<file path="src/rtl/joy2quad_pkg.sv">
// rtl/joy2quad_pkg.sv - shared direction type, Gray step tables and defaults for joy2quad
package joy2quad_pkg;

  localparam int DEF_CHANNELS   = 2;
  localparam int DEF_DIV_W      = 16;
  localparam int DEF_ACCEL_HOLD = 8;
  localparam int DEF_ACCEL_MAX  = 3;

  typedef enum logic [1:0] {
    IDLE = 2'b00,
    FWD  = 2'b01,
    REV  = 2'b10
  } dir_t;

  // Next phase indexed by current phase: entry i lives at bits [2i+1:2i].
  localparam logic [7:0] GRAY_FWD = {2'b10, 2'b00, 2'b11, 2'b01};
  localparam logic [7:0] GRAY_REV = {2'b01, 2'b11, 2'b00, 2'b10};

  function automatic logic [1:0] gray_step(input logic [1:0] phase, input dir_t dir);
    logic [2:0] idx;
    idx = {phase, 1'b0};
    case (dir)
      FWD:     return GRAY_FWD[idx +: 2];
      REV:     return GRAY_REV[idx +: 2];
      default: return phase;
    endcase
  endfunction

endpackage

</file>
<file path="src/rtl/quad_chan.sv">
// rtl/quad_chan.sv - one steering channel: direction decode, accelerating divider, Gray phase
module quad_chan
  import joy2quad_pkg::*;
#(
  parameter int DIV_W      = DEF_DIV_W,
  parameter int ACCEL_HOLD = DEF_ACCEL_HOLD,
  parameter int ACCEL_MAX  = DEF_ACCEL_MAX
) (
  input  logic             CLK,
  input  logic             reset,
  input  logic [DIV_W-1:0] clkdiv,
  input  logic             accel_en,
  input  logic             left,
  input  logic             right,
  output logic [1:0]       steer,
  output logic             moving
);

  localparam int LVL_W  = (ACCEL_MAX < 1) ? 1 : $clog2(ACCEL_MAX + 1);
  localparam int HOLD_W = (ACCEL_HOLD < 1) ? 1 : $clog2(ACCEL_HOLD + 1);
  localparam logic [LVL_W-1:0]  LVL_MAX   = LVL_W'(ACCEL_MAX);
  localparam logic [HOLD_W-1:0] HOLD_LAST = HOLD_W'(ACCEL_HOLD - 1);

  // Reload value is period-1 with the period floored at one cycle.
  function automatic logic [DIV_W-1:0] reload_val(input logic [DIV_W-1:0] div,
                                                  input logic [LVL_W-1:0] lvl);
    logic [DIV_W-1:0] p;
    p = div >> lvl;
    return (p == '0) ? '0 : p - DIV_W'(1);
  endfunction

  dir_t              dir, prev_dir;
  logic [1:0]        phase;
  logic [DIV_W-1:0]  div_cnt, cnt, next_div, base_reload;
  logic [LVL_W-1:0]  level, lvl_cur, next_level;
  logic [HOLD_W-1:0] hold_cnt, hold_cur, next_hold;
  logic              fresh, tick, hold_full;

  // A new press or a reversal restarts from a full base period in the same cycle.
  always_comb begin
    dir = IDLE;
    if (right && !left)      dir = FWD;
    else if (left && !right) dir = REV;
    fresh       = (dir != prev_dir);
    base_reload = reload_val(clkdiv, '0);
    cnt         = fresh ? base_reload : div_cnt;
    lvl_cur     = fresh ? '0 : level;
    hold_cur    = fresh ? '0 : hold_cnt;
    tick        = (dir != IDLE) && (cnt == '0);
    hold_full   = (hold_cur == HOLD_LAST);
    next_hold   = hold_cur;
    next_level  = lvl_cur;
    if (tick) begin
      next_hold = hold_full ? '0 : hold_cur + HOLD_W'(1);
      if (hold_full && (lvl_cur < LVL_MAX)) next_level = lvl_cur + LVL_W'(1);
    end
    if (!accel_en) next_level = '0;
    next_div = tick ? reload_val(clkdiv, next_level) : cnt - DIV_W'(1);
  end

  always_ff @(posedge CLK or posedge reset) begin
    if (reset) begin
      phase    <= 2'b00;
      div_cnt  <= '0;
      level    <= '0;
      hold_cnt <= '0;
      prev_dir <= IDLE;
      moving   <= 1'b0;
    end else begin
      prev_dir <= dir;
      moving   <= (dir != IDLE);
      if (dir == IDLE) begin
        div_cnt  <= base_reload;
        level    <= '0;
        hold_cnt <= '0;
      end else begin
        div_cnt  <= next_div;
        level    <= next_level;
        hold_cnt <= next_hold;
        if (tick) phase <= gray_step(phase, dir);
      end
    end
  end

  assign steer = phase;

endmodule

</file>
<file path="src/rtl/joy2quad_multi.sv">
// rtl/joy2quad_multi.sv - multi-channel joystick to quadrature converter, one quad_chan per channel
module joy2quad_multi
  import joy2quad_pkg::*;
#(
  parameter int CHANNELS   = DEF_CHANNELS,
  parameter int DIV_W      = DEF_DIV_W,
  parameter int ACCEL_HOLD = DEF_ACCEL_HOLD,
  parameter int ACCEL_MAX  = DEF_ACCEL_MAX
) (
  input  logic                  CLK,
  input  logic                  reset,
  input  logic [DIV_W-1:0]      clkdiv,
  input  logic                  accel_en,
  input  logic [CHANNELS-1:0]   left,
  input  logic [CHANNELS-1:0]   right,
  output logic [2*CHANNELS-1:0] steer,
  output logic [CHANNELS-1:0]   moving
);

  for (genvar n = 0; n < CHANNELS; n++) begin : g_chan
    quad_chan #(
      .DIV_W      (DIV_W),
      .ACCEL_HOLD (ACCEL_HOLD),
      .ACCEL_MAX  (ACCEL_MAX)
    ) u_chan (
      .CLK      (CLK),
      .reset    (reset),
      .clkdiv   (clkdiv),
      .accel_en (accel_en),
      .left     (left[n]),
      .right    (right[n]),
      .steer    (steer[2*n +: 2]),
      .moving   (moving[n])
    );
  end

endmodule

</file>
<file path="config.mk">
export PLATFORM = sky130hd
export DESIGN_NAME = joy2quad_multi
export DESIGN_NICKNAME = d
export VERILOG_FILES = /design/src/rtl/joy2quad_pkg.sv /design/src/rtl/quad_chan.sv /design/src/rtl/joy2quad_multi.sv
export SDC_FILE = /design/constraint.sdc
export NUM_CORES = 1
export LEC_CHECK = 0
export ABC_AREA = 1
export CELL_PAD_IN_SITES_DETAIL_PLACEMENT = 0
export CELL_PAD_IN_SITES_GLOBAL_PLACEMENT = 1
export CORE_ASPECT_RATIO = 1.4
export CORE_MARGIN = 5
export CORE_UTILIZATION = 45
export CTS_BUF_LIST = sky130_fd_sc_hd__clkbuf_16
export CTS_CLUSTER_DIAMETER = 50
export DETAILED_ROUTE_END_ITERATION = 8
export PLACE_DENSITY = 0.94
export SLEW_MARGIN = 20
export SYNTH_ARGS = -nofsm -noshare
export SYNTH_HDL_FRONTEND = slang
export SYNTH_HIERARCHICAL = 1
export SYNTH_SLANG_ARGS = --single-unit
export TNS_END_PERCENT = 5
</file>
<file path="constraint.sdc">
create_clock -name CLK -period 4 [get_ports CLK]
set_input_delay 1.2 -clock CLK [delete_from_list [all_inputs] [get_ports CLK]]
set_output_delay 1.2 -clock CLK [all_outputs]
set_load 0.02 [all_outputs]
</file>
==> results_dict.tcl <==
set metrics [dict create \
    cts_tree "done" \
    cp_max_fo 7 \
    yosys_warnings 6 \
    synth-simple-area-share 0.5703 \
    wl_per_cell_um 18.75 \
    synth_edf_count 0 \
    setup_viol 32 \
    synth_xor_area_frac 0.05165 \
    dieArea_um2 19640 \
    intPower_mw 1.434 \
    synth_fa_ha_area_frac 0.02632 \
    clock_latency_ns 0.31 \
    synth_top_family_by_area "simple AND/OR/NAND/NOR gates" \
    worstReg2RegEnd "g_chan[0].u_chan/div_cnt[7]" \
    place_area_um2 10400 \
    slowest_stage "xor2_2" \
    clk_path_buf_depth 2 \
    ys.flop_type "dfrtp_1" \
    period_minus_slack_ns 4.813 \
    grt_first_pass_wirelength_um 45790 \
    die_x_um 119.9 \
    holdCritPathClass "reg2reg" \
    core_um2 16680 \
    seq_area_frac_synth 0.1777 \
    power_density_nw_per_um2 197.1 \
    max_stage_delay_ns 0.25 \
    r2r-start "g_chan[0].u_chan/prev_dir[1]" \
    worstSetupPathType "in2reg" \
    maxCapViolations 0 \
    hold_start "g_chan[0].u_chan/steer[0]" \
    ys_ff_latch 54 \
    drive_gt1_frac 0.4266 \
    maxSlewViolCount 0 \
    synthArstFlopShare 1.000 \
    hold_end "g_chan[0].u_chan/steer[0]" \
    worst_slew_pin_slew_ns 0.5141 \
    rows 56 \
    cp_common_cell "nand2_1" \
    routed_via_density 5.858 \
    critPathArrivalTime_ns 5.05 \
    synth.mux.area_fraction 0 \
    grt_max_degree 46 \
    cp_top_family "simple AND/OR/NAND/NOR gates" \
    hold_path_depth 2 \
    ir_drop_v 0.0001754 \
    synthCells 1252 \
    dp.cells 1745 \
    avgSynthCellArea_um2 6.075 \
    htreeDepth 2 \
    synth_compound_area_frac 0.07978 \
    hold_viol 0 \
    place_hpwl_um 22530 \
    fin_crit_sh 1.203 \
    drc 0 \
    pre_cts_ws_ns -1.125 \
    ctsHoldBuffers 0 \
    relSlewSlack 0.6549 \
    die_y_um 163.8 \
    cts_inserted_buffers 5 \
    port_buffers 28 \
    grt_usage 0.2894 \
    synth.net_count 1291 \
    yosys.cell_types.count 42 \
    switchingPower_mw 0.9307 \
    floorplan.initialDensity 0.4561 \
    drt-total-wl_um 33830 \
    fill_cells 1215 \
    diodes 0 \
    p_clk_frac 0.219 \
    cts_sinks 54 \
    leakagePower_nw 6.078 \
    end_kind "flop" \
    stdcell_count 1804 \
    max_freq_ghz 0.2078 \
    antenna_found_initial 0 \
    root_buffer "clkbuf_16" \
    fin_ws_ns -0.8133 \
    fin_worst_skew_ns 0.004100 \
    rrSetupSlack_ns 0 \
    post-route-util 0.7195 \
    ant_nets 0 \
    status "finished with violations" \
    swShare 0.3936 \
    critPathBufInv 7 \
    grt_pass1_vias 9715 \
    io_pins 29 \
    rsz0062_at_grt "true" \
    p_comb_frac 0.513 \
    design_area_um2 12000 \
    first_pass_iters 9 \
    worstPathRequired_ns 4.23 \
    final_nets 1640 \
    num_vias 10570 \
    gp_congestion 1.039 \
    drt_iter0_drc 1088 \
    worst_setup_path_start_kind "primary input" \
    syn-cell-area_um2 7606 \
    area_growth_pct 57.74 \
    clkSlewWorstSetupHoldPaths_ns 0.08 \
    setup_tns_ns -16.03 \
    seqPwrFrac 0.268 \
    grt-ovfl-total 0 \
    rr_worst_depth 25 \
    violations "negative setup slack" \
]
==> power groups by stage <==
stage | Sequential (mW) | Clock, mW | Combinational, mW
final | 0.633 | 0.518 | 1.21
after global routing | 0.638 | 0.544 | 1.29
after CTS | 0.628 | 0.520 | 1.02
after detailed placement | 0.638 | 0 | 0.997
after global placement | 0.636 | 0 | 0.982
after floorplan | 0.635 | 0 | 0.549
==> logic make-up after synthesis <==
kind of cell / count (synthesis)
simple gates: 876
flops: 54
xor+xnor: 44
buf+inv: 151
fa+ha+maj: 16
compound gates: 111
==> cell type report <==
cell class | instances | area (um^2) | share of cell area
flip-flops and latches | 54 | 1351 | 0.1126
repair buffers | 382 | 3296 | 0.2747
multi-input cells | 1050 | 6495 | 0.5413
clock buffers | 5 | 125.1 | 0.01043
well taps | 203 | 254.0 | 0.02117
clock inverters | 2 | 38.79 | 0.003233
inverters | 108 | 437.9 | 0.03650
==> cell usage in the layout, fill, tap and decap left out, types with 5 or more instances in the layout <==
cell / n
xnor2_1: 8
nor2_2: 37
nand4_1: 27
nor2_4: 43
dfrtp_1: 54
xor2_1: 28
inv_2: 17
clkbuf_2: 5
o21ai_0: 29
nand3_1: 172
dlymetal6s2s_1: 12
nand2_4: 20
clkdlybuf4s50_1: 7
nor2_1: 86
nand3_4: 13
inv_1: 81
a21oi_2: 5
buf_6: 22
ha_4: 7
clkbuf_16: 10
buf_12: 15
nor3_1: 12
nand3_2: 41
nor2_8: 5
buf_4: 314
nand2_1: 316
inv_4: 6
ha_1: 5
or2_1: 9
a21oi_1: 47
a22oi_1: 5
o21ai_2: 5
nand2_2: 82
==> worst max path at each step <==
stage	startpoint	slack, ns	cells after the start	end
2_1_floorplan	right[1]	-0.39	27	g_chan[1].u_chan/div_cnt[6]
3_3_place_gp	clkdiv[1]	-1.01	24	g_chan[1].u_chan/div_cnt[8]
3_5_place_dp	clkdiv[0]	-1.13	28	g_chan[0].u_chan/div_cnt[3]
4_1_cts	right[1]	-0.78	28	g_chan[1].u_chan/div_cnt[12]
5_1_grt	left[0]	-0.99	28	g_chan[0].u_chan/div_cnt[7]
6_report	left[0]	-0.81	28	g_chan[0].u_chan/div_cnt[7]
==> through the flow <==
step / total power [mW] / hold slack (ns)
floorplan: 1.184 / 0.5396
global placement: 1.618 / 0.5095
detailed placement: 1.635 / 0.5186
CTS: 2.170 / 0.5376
global route: 2.476 / 0.5890
finish: 2.364 / 0.5404
==> metal layers <==
layer | part of all wire | GRT usage
met1 | 0.32 | 0.2856
met2 | 0.50 | 0.5568
met3 | 0.069 | 0.03445
met4 | 0.10 | 0.2001
met5 | 0 | 0
==> cell usage after synthesis, types with 2 or more instances <==
library cell / n / area, um^2
nand2_2: 37 / 231.5
nand2_4: 8 / 90.09
nor2_1: 131 / 491.7
clkbuf_1: 13 / 48.80
inv_1: 93 / 349.1
nand4_2: 5 / 62.56
nand2_1: 373 / 1400
clkinv_1: 2 / 7.510
nand3_4: 8 / 140.1
or2_1: 9 / 56.30
nand3_2: 17 / 170.2
a22oi_1: 5 / 37.54
nand4_1: 27 / 168.9
and2_1: 2 / 12.51
buf_2: 8 / 40.04
or2_2: 4 / 25.02
ha_1: 16 / 200.2
buf_4: 6 / 45.04
o21a_1: 3 / 22.52
a21oi_1: 52 / 260.3
nand3_1: 201 / 1006
a31oi_1: 4 / 25.02
buf_6: 15 / 168.9
a21boi_1: 4 / 30.03
dfrtp_1: 54 / 1351
nor2_2: 18 / 112.6
nor3_1: 12 / 60.06
nor2_4: 17 / 191.4
o21ai_0: 38 / 190.2
inv_2: 11 / 41.29
inv_4: 2 / 12.51
o21ai_2: 2 / 17.52
xor2_1: 32 / 280.3
nor2_8: 5 / 100.1
xnor2_1: 11 / 96.34
==> flip-flops by register name (all words and copies together), names as in the netlist <==
signal and count:
g_chan.u_chan/hold_cnt 8, g_chan.u_chan/level 4, g_chan.u_chan/moving 2, g_chan.u_chan/div_cnt 32, g_chan.u_chan/steer 4, g_chan.u_chan/prev_dir 4
==> tightest hold or removal path, stage by stage, from the launching register on <==
cell and delay (ns):
dfrtp_1 0.38, nand2_1 0.06, o21ai_0 0.07
==> what timing repair did <==
item                       in CTS  in global routing
cloned                          1                  7
setup endpoints to repair      32                 34
buffers inserted                0                 45
resized for setup              32                250
pin swaps                      10                130
(Power assumes the default switching activity.)
